File: config.mk
export PLATFORM = sky130hd
export DESIGN_NAME = ysyx_ifu_bridge
export DESIGN_NICKNAME = d
export VERILOG_FILES = /design/src/rtl/ysyx_ifu_bridge.sv
export SDC_FILE = /design/constraint.sdc
export NUM_CORES = 1
export LEC_CHECK = 0
export BUFFER_PORTS_ARGS = -buffer_cell sky130_fd_sc_hd__buf_4
export CAP_MARGIN = 20
export CORE_ASPECT_RATIO = 1.2
export CORE_MARGIN = 3
export CORE_UTILIZATION = 42
export DETAILED_ROUTE_END_ITERATION = 10
export MAX_ROUTING_LAYER = met4
export PLACE_DENSITY_LB_ADDON = 0.3
export SYNTH_ARGS = -nofsm -noshare
export SYNTH_HDL_FRONTEND = slang
export SYNTH_SLANG_ARGS = --single-unit
File: constraint.sdc
create_clock -name clk -period 2.35 [get_ports clk]
set_clock_uncertainty 0.15 [all_clocks]
set_input_delay 0 -clock clk [delete_from_list [all_inputs] [get_ports clk]]
set_output_delay 0 -clock clk [all_outputs]
set_load 0.02 [all_outputs]
File: src/rtl/ysyx_ifu_bridge.sv
// Bridges IFU fetch requests onto an AXI4 read master (AR + R channels).
// Define YSYX_IFU_BRIDGE_BURST_EN to fetch two-beat bursts in [0xa0000000, 0xc0000000].
module ysyx_ifu_bridge #(
  parameter int DATA_W = 32
) (
  input  logic              clk,
  input  logic              rst,
  input  logic [DATA_W-1:0] ifu_araddr_i,
  input  logic              ifu_arvalid_i,
  input  logic              ifu_required_i,
  output logic [DATA_W-1:0] ifu_rdata_o,
  output logic              ifu_rvalid_o,
  output logic              ifu_rerr_o,
  output logic [DATA_W-1:0] io_master_araddr,
  output logic              io_master_arvalid,
  input  logic              io_master_arready,
  output logic [7:0]        io_master_arlen,
  output logic [2:0]        io_master_arsize,
  output logic [1:0]        io_master_arburst,
  input  logic [DATA_W-1:0] io_master_rdata,
  input  logic [1:0]        io_master_rresp,
  input  logic              io_master_rlast,
  input  logic              io_master_rvalid,
  output logic              io_master_rready
);

  typedef enum logic [1:0] {
    IDLE  = 2'd0,
    AR    = 2'd1,
    R     = 2'd2,
    DRAIN = 2'd3
  } state_t;

  state_t            state, state_nxt;
  logic [DATA_W-1:0] addr_q, addr_nxt;
  logic [7:0]        len_q, len_nxt;
  logic [7:0]        cnt_q, cnt_nxt;
  logic              ar_pend_q, ar_pend_nxt;

  logic [DATA_W-1:0] req_addr;
  logic [7:0]        req_len;
  logic              beat;
  logic              last_beat;

`ifdef YSYX_IFU_BRIDGE_BURST_EN
  localparam logic [DATA_W-1:0] BURST_LO   = DATA_W'(32'ha000_0000);
  localparam logic [DATA_W-1:0] BURST_HI   = DATA_W'(32'hc000_0000);
  localparam logic [DATA_W-1:0] ALIGN_MASK = {{(DATA_W-3){1'b1}}, 3'b000};

  // Burst window fetches the aligned 8-byte pair so the neighbouring word comes for free.
  always_comb begin
    if ((ifu_araddr_i >= BURST_LO) && (ifu_araddr_i <= BURST_HI)) begin
      req_addr = ifu_araddr_i & ALIGN_MASK;
      req_len  = 8'd1;
    end else begin
      req_addr = ifu_araddr_i;
      req_len  = 8'd0;
    end
  end
`else
  always_comb begin
    req_addr = ifu_araddr_i;
    req_len  = 8'd0;
  end
`endif

  // A DRAIN entered before the AR handshake keeps arvalid up and refuses R beats until it lands.
  assign io_master_arvalid = (state == AR) || ((state == DRAIN) && ar_pend_q);
  assign io_master_rready  = (state == R)  || ((state == DRAIN) && !ar_pend_q);
  assign io_master_araddr  = addr_q;
  assign io_master_arlen   = len_q;
  assign io_master_arsize  = 3'b010;
  assign io_master_arburst = 2'b01;

  assign beat      = io_master_rvalid && io_master_rready;
  assign last_beat = beat && ((cnt_q == 8'd0) || io_master_rlast);

  // Beats are forwarded combinationally; an abandoning IFU never sees the beat it walked away from.
  assign ifu_rvalid_o = (state == R) && beat && ifu_required_i;
  assign ifu_rerr_o   = ifu_rvalid_o && (io_master_rresp != 2'b00);
  assign ifu_rdata_o  = ifu_rvalid_o ? io_master_rdata : '0;

  always_comb begin
    state_nxt   = state;
    addr_nxt    = addr_q;
    len_nxt     = len_q;
    cnt_nxt     = cnt_q;
    ar_pend_nxt = ar_pend_q;
    unique case (state)
      IDLE: begin
        ar_pend_nxt = 1'b0;
        if (ifu_arvalid_i) begin
          addr_nxt  = req_addr;
          len_nxt   = req_len;
          cnt_nxt   = req_len;
          state_nxt = AR;
        end
      end
      AR: begin
        if (io_master_arready) begin
          ar_pend_nxt = 1'b0;
          state_nxt   = ifu_required_i ? R : DRAIN;
        end else if (!ifu_required_i) begin
          ar_pend_nxt = 1'b1;
          state_nxt   = DRAIN;
        end
      end
      R: begin
        if (last_beat) begin
          cnt_nxt   = 8'd0;
          state_nxt = IDLE;
        end else begin
          if (beat) cnt_nxt = cnt_q - 8'd1;
          if (!ifu_required_i) state_nxt = DRAIN;
        end
      end
      DRAIN: begin
        if (ar_pend_q) begin
          if (io_master_arready) ar_pend_nxt = 1'b0;
        end else if (last_beat) begin
          cnt_nxt   = 8'd0;
          state_nxt = IDLE;
        end else if (beat) begin
          cnt_nxt = cnt_q - 8'd1;
        end
      end
    endcase
  end

  always_ff @(posedge clk or posedge rst) begin
    if (rst) begin
      state     <= IDLE;
      addr_q    <= '0;
      len_q     <= '0;
      cnt_q     <= '0;
      ar_pend_q <= 1'b0;
    end else begin
      state     <= state_nxt;
      addr_q    <= addr_nxt;
      len_q     <= len_nxt;
      cnt_q     <= cnt_nxt;
      ar_pend_q <= ar_pend_nxt;
    end
  end

endmodule

==> impl_metrics.csv, run 1 <==
group,metric,value,unit
worst_hold_path,hold-path-endpoint,"state[1]$_DFFE_PP0P_",
sta,max_slew_margin,64.5,%
sta,finalSetupViolations,0,
setup_path,worstReg2RegEnd,"state[0]$_DFFE_PP0P_",
setup_path,path_buf_inv,1,
clocking,root_buffer,"clkbuf_8",
synth,synth_warnings,0,
pwr,switching_power,1.63,mW
pwr,p_seq_share,35.9,%
layout,fill_cells,340,
route,first_pass_iters,4,
die,dieArea,6340,um^2
pwr,p_per_area,1050,nW/um^2
worst_hold_path,hold_depth,4,
layout,nets,461,
pwr,comb_power_share,52.7,%
setup_path,crit_fanout,8,
layout,syn_to_final_growth,67.3,%
clocking,cts.path.max_buffers,2,
global_route,use_met2,37.7,%
sta,rsz0062_at_grt,"false",
pwr,power.internal,2.36,mW
die,die_y,86.6,um
setup_path,worstPathRequired,2.37,ns
pwr,p_total,3.99,mW
worst_hold_path,hold_class,"input port to flip-flop",
synth,synth_area,2270,um^2
synth,ys_async_sr_fraction,100,%
clocking,cts_tree,"yes",
die,row_count,28,
clocking,clk_pin_slew,0.08,ns
place,dp_hpwl,4.59,mm
sta,tns,0,ns
outcome,outcome,"finished clean",
pwr,vdd_drop_max,0.000507,V
clocking,clock-sinks,43,
clocking,clk_latency,0.28,ns
synth,yosys_register_bits,43,
clocking,cts_resized,0,
job,drv_cap,0,
sta,finalHoldViolations,0,
worst_hold_path,hp-start,"ifu_required_i",
pwr,power.share.switching,40.9,%
synth,synth_cell_types,44,
synth,avgSynthCellArea,10.9,um^2
route,wire_per_inst,15.7,um
place,gp_congestion,0.864,
clocking,cts_hold_buffers,39,
route,ant_nets,0,
layout,drive_above_1_share,49.7,%
place,place.port_buffers,140,
synth,synth_ff_type,"dfrtp_1",
clocking,numCtsBuffers,5,
clocking,post_cts_buffers,0,
setup_path,reg2reg_slack,0.38,ns
setup_path,cp_slowest_cell,"dlygate4sd3_1",
global_route,grt_pass1_wl,10.9,mm
setup_path,worstSetupStartpointType,"flip-flop",
setup_path,path_delay_family,"buffers and inverters",
clocking,htree_levels,2,
setup_path,end_kind,"flip-flop",
route,drt-initial-drc-count,113,
layout,final_cell_mix,"buf_4 (143), dfrtp_1 (43), dlygate4sd3_1 (39), and2_1 (32), mux2_2 (31)",
route,wirelength,7.00,mm
route,vias_per_cell,4.85,
synth,ys_seq_area_share,47.3,%
die,start_util,44.8,%
setup_path,r2r-start,"cnt_q[4]$_DFFE_PP0P_",
pwr,leakage,1.88,nW
global_route,busiest_layer,"met2",
die,core,5080,um^2
sta,tightest_slew,0.532,ns
pwr,p_clk_share,11.5,%
setup_path,crit_type,"flip-flop to flip-flop",
global_route,grt_max_degree,44,
setup_path,crit_chain,"nor4_4 -> a31o_2 -> a31oi_1 -> dlygate4sd3_1",
setup_path,worstRegToRegCells,4,
die,pin_count,154,
synth,synth-edff-count,0,
global_route,grt_use_total,22.6,%
route,drc,0,
global_route,grt_pass1_vias,2170,
layout,antennaDiodeCount,0,
route,vias,2165,
synth,syn_inst,209,
global_route,gr-usage-met1,28.3,%
global_route,grtUsageMet3,3.60,%
setup_path,crit_arrival,1.99,ns
sta,final.min_clock_period,1.97,ns
global_route,grt_overflow,0,
die,die_x,73.2,um
global_route,antenna_found_initial,0,
sta,max_freq,508,MHz
sta,post-route-period-util,83.8,%
layout,final_common_cell,"buf_4",
sta,report.final.slew_viol_count,0,
setup_path,slowest_delay,0.57,ns
## synth_stat cells (2+ instances only)
master | number | area [um^2]
dfrtp_1 | 43 | 1080
o21a_1 | 2 | 15.0
conb_1 | 2 | 7.51
buf_2 | 4 | 20.0
clkbuf_1 | 4 | 15.0
nor2_1 | 5 | 18.8
and2_1 | 32 | 200
o21ai_0 | 8 | 40.0
inv_1 | 6 | 22.5
a21oi_1 | 2 | 10.0
o211ai_1 | 4 | 30.0
ha_1 | 2 | 25.0
nor3_1 | 2 | 10.0
nand2_1 | 15 | 56.3
nand2b_1 | 3 | 18.8
o31ai_1 | 2 | 15.0
buf_4 | 14 | 105
o2111ai_1 | 3 | 26.3
mux2_2 | 31 | 349
## worst register-to-register path: cells and delay by family (launching register included)
family / cells / cell delay (ns)
buffers and inverters: 1 / 0.57
flip-flops: 1 / 0.48
AND/OR/NAND/NOR: 1 / 0.36
AO/OA/AOI/OAI: 2 / 0.29
## power by group through the flow
stage | registers (mW) | logic (mW) | clock network (mW)
after floorplan | 1.68 | 0.921 | 0
after global placement | 1.39 | 1.96 | 0
after detailed placement | 1.41 | 2.00 | 0
after CTS | 1.40 | 2.07 | 0.479
after global routing | 1.49 | 2.26 | 0.511
final | 1.43 | 2.10 | 0.458
## kinds of logic (layout without fill, tap and decap cells)
family | Yosys count | count (layout) | synth area share (%)
fa+ha+maj | 2 | 2 | 1.10
compound gates | 33 | 33 | 10.7
mux | 33 | 33 | 16.3
buf+inv | 30 | 196 | 7.48
simple gates | 66 | 66 | 16.8
other cells | 2 | 13 | 0.330
flops | 43 | 43 | 47.3
## final cells by class
class	count	area [um^2]	area share (%)
inverters	7	26.3	0.690
flip-flops and latches	43	1080	28.3
repair buffers	182	1460	38.5
clock buffers	6	82.6	2.17
clock inverters	1	5.00	0.131
well taps	60	75.1	1.97
multi-input cells	147	1080	28.3
## flip-flops by register name, indices dropped and copies added, names as in the netlist
register and cells:
ar_pend_q 1, cnt_q 8, state 2, io_master_araddr 32
## how the worst max path moves through the flow
stage	startpoint	to	slack [ns]	depth (start not counted)
after floorplan	cnt_q[0]$_DFFE_PP0P_	cnt_q[6]$_DFFE_PP0P_	0.64	5
after global placement	cnt_q[0]$_DFFE_PP0P_	cnt_q[6]$_DFFE_PP0P_	0.51	5
after detailed placement	state[1]$_DFFE_PP0P_	io_master_araddr[7]$_DFFE_PP0P_	0.49	4
after CTS	cnt_q[4]$_DFFE_PP0P_	state[0]$_DFFE_PP0P_	0.39	4
after global routing	cnt_q[4]$_DFFE_PP0P_	state[0]$_DFFE_PP0P_	0.29	4
final	cnt_q[4]$_DFFE_PP0P_	state[0]$_DFFE_PP0P_	0.38	4
## through the flow
stage | std cells | utilization (%) | instance area (um^2) | hold WS, ns | setup slack [ns]
6_report | 446 | 74.9 | 3810 | 0.0189 | 0.381
5_1_grt | 446 | 74.9 | 3810 | 0.0372 | 0.295
4_1_cts | 446 | 74.9 | 3810 | 0.0132 | 0.385
3_5_place_dp | 400 | 65.5 | 3330 | 0.0455 | 0.487
3_3_place_gp | 400 | 65.5 | 3330 | 0.0267 | 0.505
2_1_floorplan | 220 | - | 2320 | -0.0153 | 0.643
## layer usage
| metal | vias up | wire length [um] |
|---|---|---|
| met5 | - | 0 |
| met4 | 0 | 69 |
| met3 | 6 | 586 |
| met2 | 117 | 3610 |
| met1 | 994 | 2740 |
| li1 | 1048 | - |
No activity file was read; power rests on OpenSTA's default activity.
==> run 2, diff against run 1 <==
clock period = 2.05 ns   (was 2.35 ns; I/O delays follow)
==> run 2 against run 1 <==
Count of clock-buffer cells in the layout is 1 lower. Worst hold slack better by 0.13 ns. Cell area is 1.2% higher. Cell count is 0.67% higher. Critical path depth stayed put. Clock power is 22% higher. Combinational power is 15% higher. Power is 15% higher. Core utilization is 0.94 points higher. Via count is 0.60% higher. Sequential share of layout area is 0.35 points lower. Sequential power is 13% higher. Highest routed layer unchanged.
==> impl_metrics.csv, run 2 (synthesized netlist as in run 1, its figures left out) <==
group,metric,value,unit
setup_path,crit_arrival,1.97,ns
sta,final.min_clock_period,1.94,ns
die,dieArea,6340,um^2
place,dp_hpwl,4.69,mm
setup_path,end_kind,"flip-flop",
global_route,grt_pass1_vias,2169,
clocking,cts_resized,0,
setup_path,worstRegToRegCells,4,
outcome,outcome,"finished clean",
route,wirelength,6.94,mm
sta,post-route-period-util,94.7,%
die,die_y,86.6,um
sta,tns,0,ns
layout,fin_util,75.9,%
route,ant_nets,0,
sta,finalSetupViolations,0,
die,core,5080,um^2
global_route,grt_pass1_wl,10.5,mm
layout,nets,463,
place,place.port_buffers,140,
global_route,grt_max_degree,44,
setup_path,crit_fanout,8,
setup_path,crit_start,"cnt_q[4]$_DFFE_PP0P_",
die,start_util,44.8,%
global_route,grt_use_total,21.9,%
layout,largest_reg_flops,32,
clocking,root_buffer,"clkbuf_8",
route,drt-initial-drc-count,110,
route,wire_per_inst,15.5,um
clocking,clock-sinks,43,
clocking,post_cts_buffers,0,
pwr,power.internal,2.70,mW
setup_path,worstSetupStartpointType,"flip-flop",
sta,report.final.slew_viol_count,0,
layout,antennaDiodeCount,0,
setup_path,crit_type,"flip-flop to flip-flop",
pwr,comb_power_share,52.5,%
route,drc,0,
setup_path,slowest_delay,0.57,ns
die,row_count,28,
sta,rsz0062_at_grt,"false",
route,first_pass_iters,4,
layout,final_cell_mix,"buf_4 (142), dfrtp_1 (43), dlygate4sd3_1 (40), and2_1 (32), mux2_2 (31)",
clocking,clk_latency,0.30,ns
clocking,numCtsBuffers,5,
worst_hold_path,hold_depth,3,
worst_hold_path,hold_class,"input port to output pin",
sta,finalHoldViolations,0,
pwr,power.share.switching,41.3,%
clocking,clk_pin_slew,0.09,ns
die,pin_count,154,
job,drv_cap,0,
clocking,cts_hold_buffers,40,
layout,final_common_cell,"buf_4",
clocking,cts.path.max_buffers,2,
pwr,p_clk_share,12.2,%
pwr,leakage,1.88,nW
route,vias,2178,
setup_path,crit_chain,"nor4_4 -> a31o_2 -> a31oi_1 -> dlygate4sd3_1",
pwr,vdd_drop_max,0.000480,V
global_route,antenna_found_initial,0,
clocking,htree_levels,2,
pwr,p_per_area,1190,nW/um^2
layout,syn_to_final_growth,69.4,%
layout,drive_above_1_share,49.9,%
clocking,cts_tree,"yes",
worst_hold_path,hold-path-endpoint,"ifu_rerr_o",
route,vias_per_cell,4.85,
setup_path,worstPathRequired,2.08,ns
setup_path,reg2reg_slack,0.11,ns
pwr,p_seq_share,35.3,%
setup_path,cp_slowest_cell,"dlygate4sd3_1",
setup_path,worstReg2RegEnd,"state[0]$_DFFE_PP0P_",
die,die_x,73.2,um
pwr,switching_power,1.90,mW
setup_path,r2r-start,"cnt_q[4]$_DFFE_PP0P_",
global_route,grt_overflow,0,
worst_hold_path,hp-start,"io_master_rresp[0]",
place,gp_congestion,0.885,
sta,max_freq,515,MHz
run 2: cell count changes in the layout (fill, tap and decap cells not counted):
cell,change
inv_6,+1
dlygate4sd3_1,+1
clkinv_2,-1
clkbuf_8,-1
buf_12,+2
clkinvlp_4,+2
buf_4,-1
run 2: final cells by class:
type                       count  area [um^2]
clock buffer                   5         68.8
timing repair buffer         184         1510
sequential                    43         1080
inverter                       7         26.3
multi-input combinational    147         1080
clock inverter                 3         23.8
fill                         330         1230
tap                           60         75.1
run 2: power groups by stage:
stage                     Combinational, mW  Sequential [mW]  Clock [mW]
after global routing                   2.58             1.69       0.611
after floorplan                        1.06             1.92           0
final                                  2.42             1.62       0.561
after global placement                 2.27             1.58           0
after CTS                              2.41             1.60       0.580
after detailed placement               2.33             1.61           0
run 2: routing by layer:
layer / GRT usage [%] / vias to the layer above / share of wire [%]
met5: - / - / 0
met2: 36.6 / 109 / 50
li1: - / 1058 / -
met4: 6.88 / 0 / 1.6
met1: 26.9 / 1003 / 40
met3: 3.36 / 8 / 8.1
run 2: worst max path at each step:
stage | end | slack, ns | cells past startpoint
5_1_grt | state[0]$_DFFE_PP0P_ | 0.02 | 4
6_report | state[0]$_DFFE_PP0P_ | 0.11 | 4
3_5_place_dp | cnt_q[6]$_DFFE_PP0P_ | 0.24 | 4
4_1_cts | state[0]$_DFFE_PP0P_ | 0.09 | 4
2_1_floorplan | cnt_q[6]$_DFFE_PP0P_ | 0.34 | 5
3_3_place_gp | cnt_q[6]$_DFFE_PP0P_ | 0.28 | 5
run 2: stage by stage:
stage | setup slack, ns | cell area (um^2) | hold WS [ns] | power (mW) | std cells
6_report | 0.109 | 3850 | 0.150 | 4.60 | 449
2_1_floorplan | 0.343 | 2320 | -0.0153 | 2.98 | 220
5_1_grt | 0.0214 | 3850 | 0.169 | 4.88 | 449
4_1_cts | 0.0911 | 3850 | 0.154 | 4.58 | 449
3_5_place_dp | 0.239 | 3360 | -0.0594 | 3.94 | 401
3_3_place_gp | 0.276 | 3360 | -0.0566 | 3.85 | 401
run 2: worst max-delay path: cells and delay by family, from the launching register on:
family                 cells  cell delay [ns]
AO/OA/AOI/OAI              2             0.28
buffers and inverters      1             0.57
flip-flops                 1             0.48
AND/OR/NAND/NOR            1             0.34
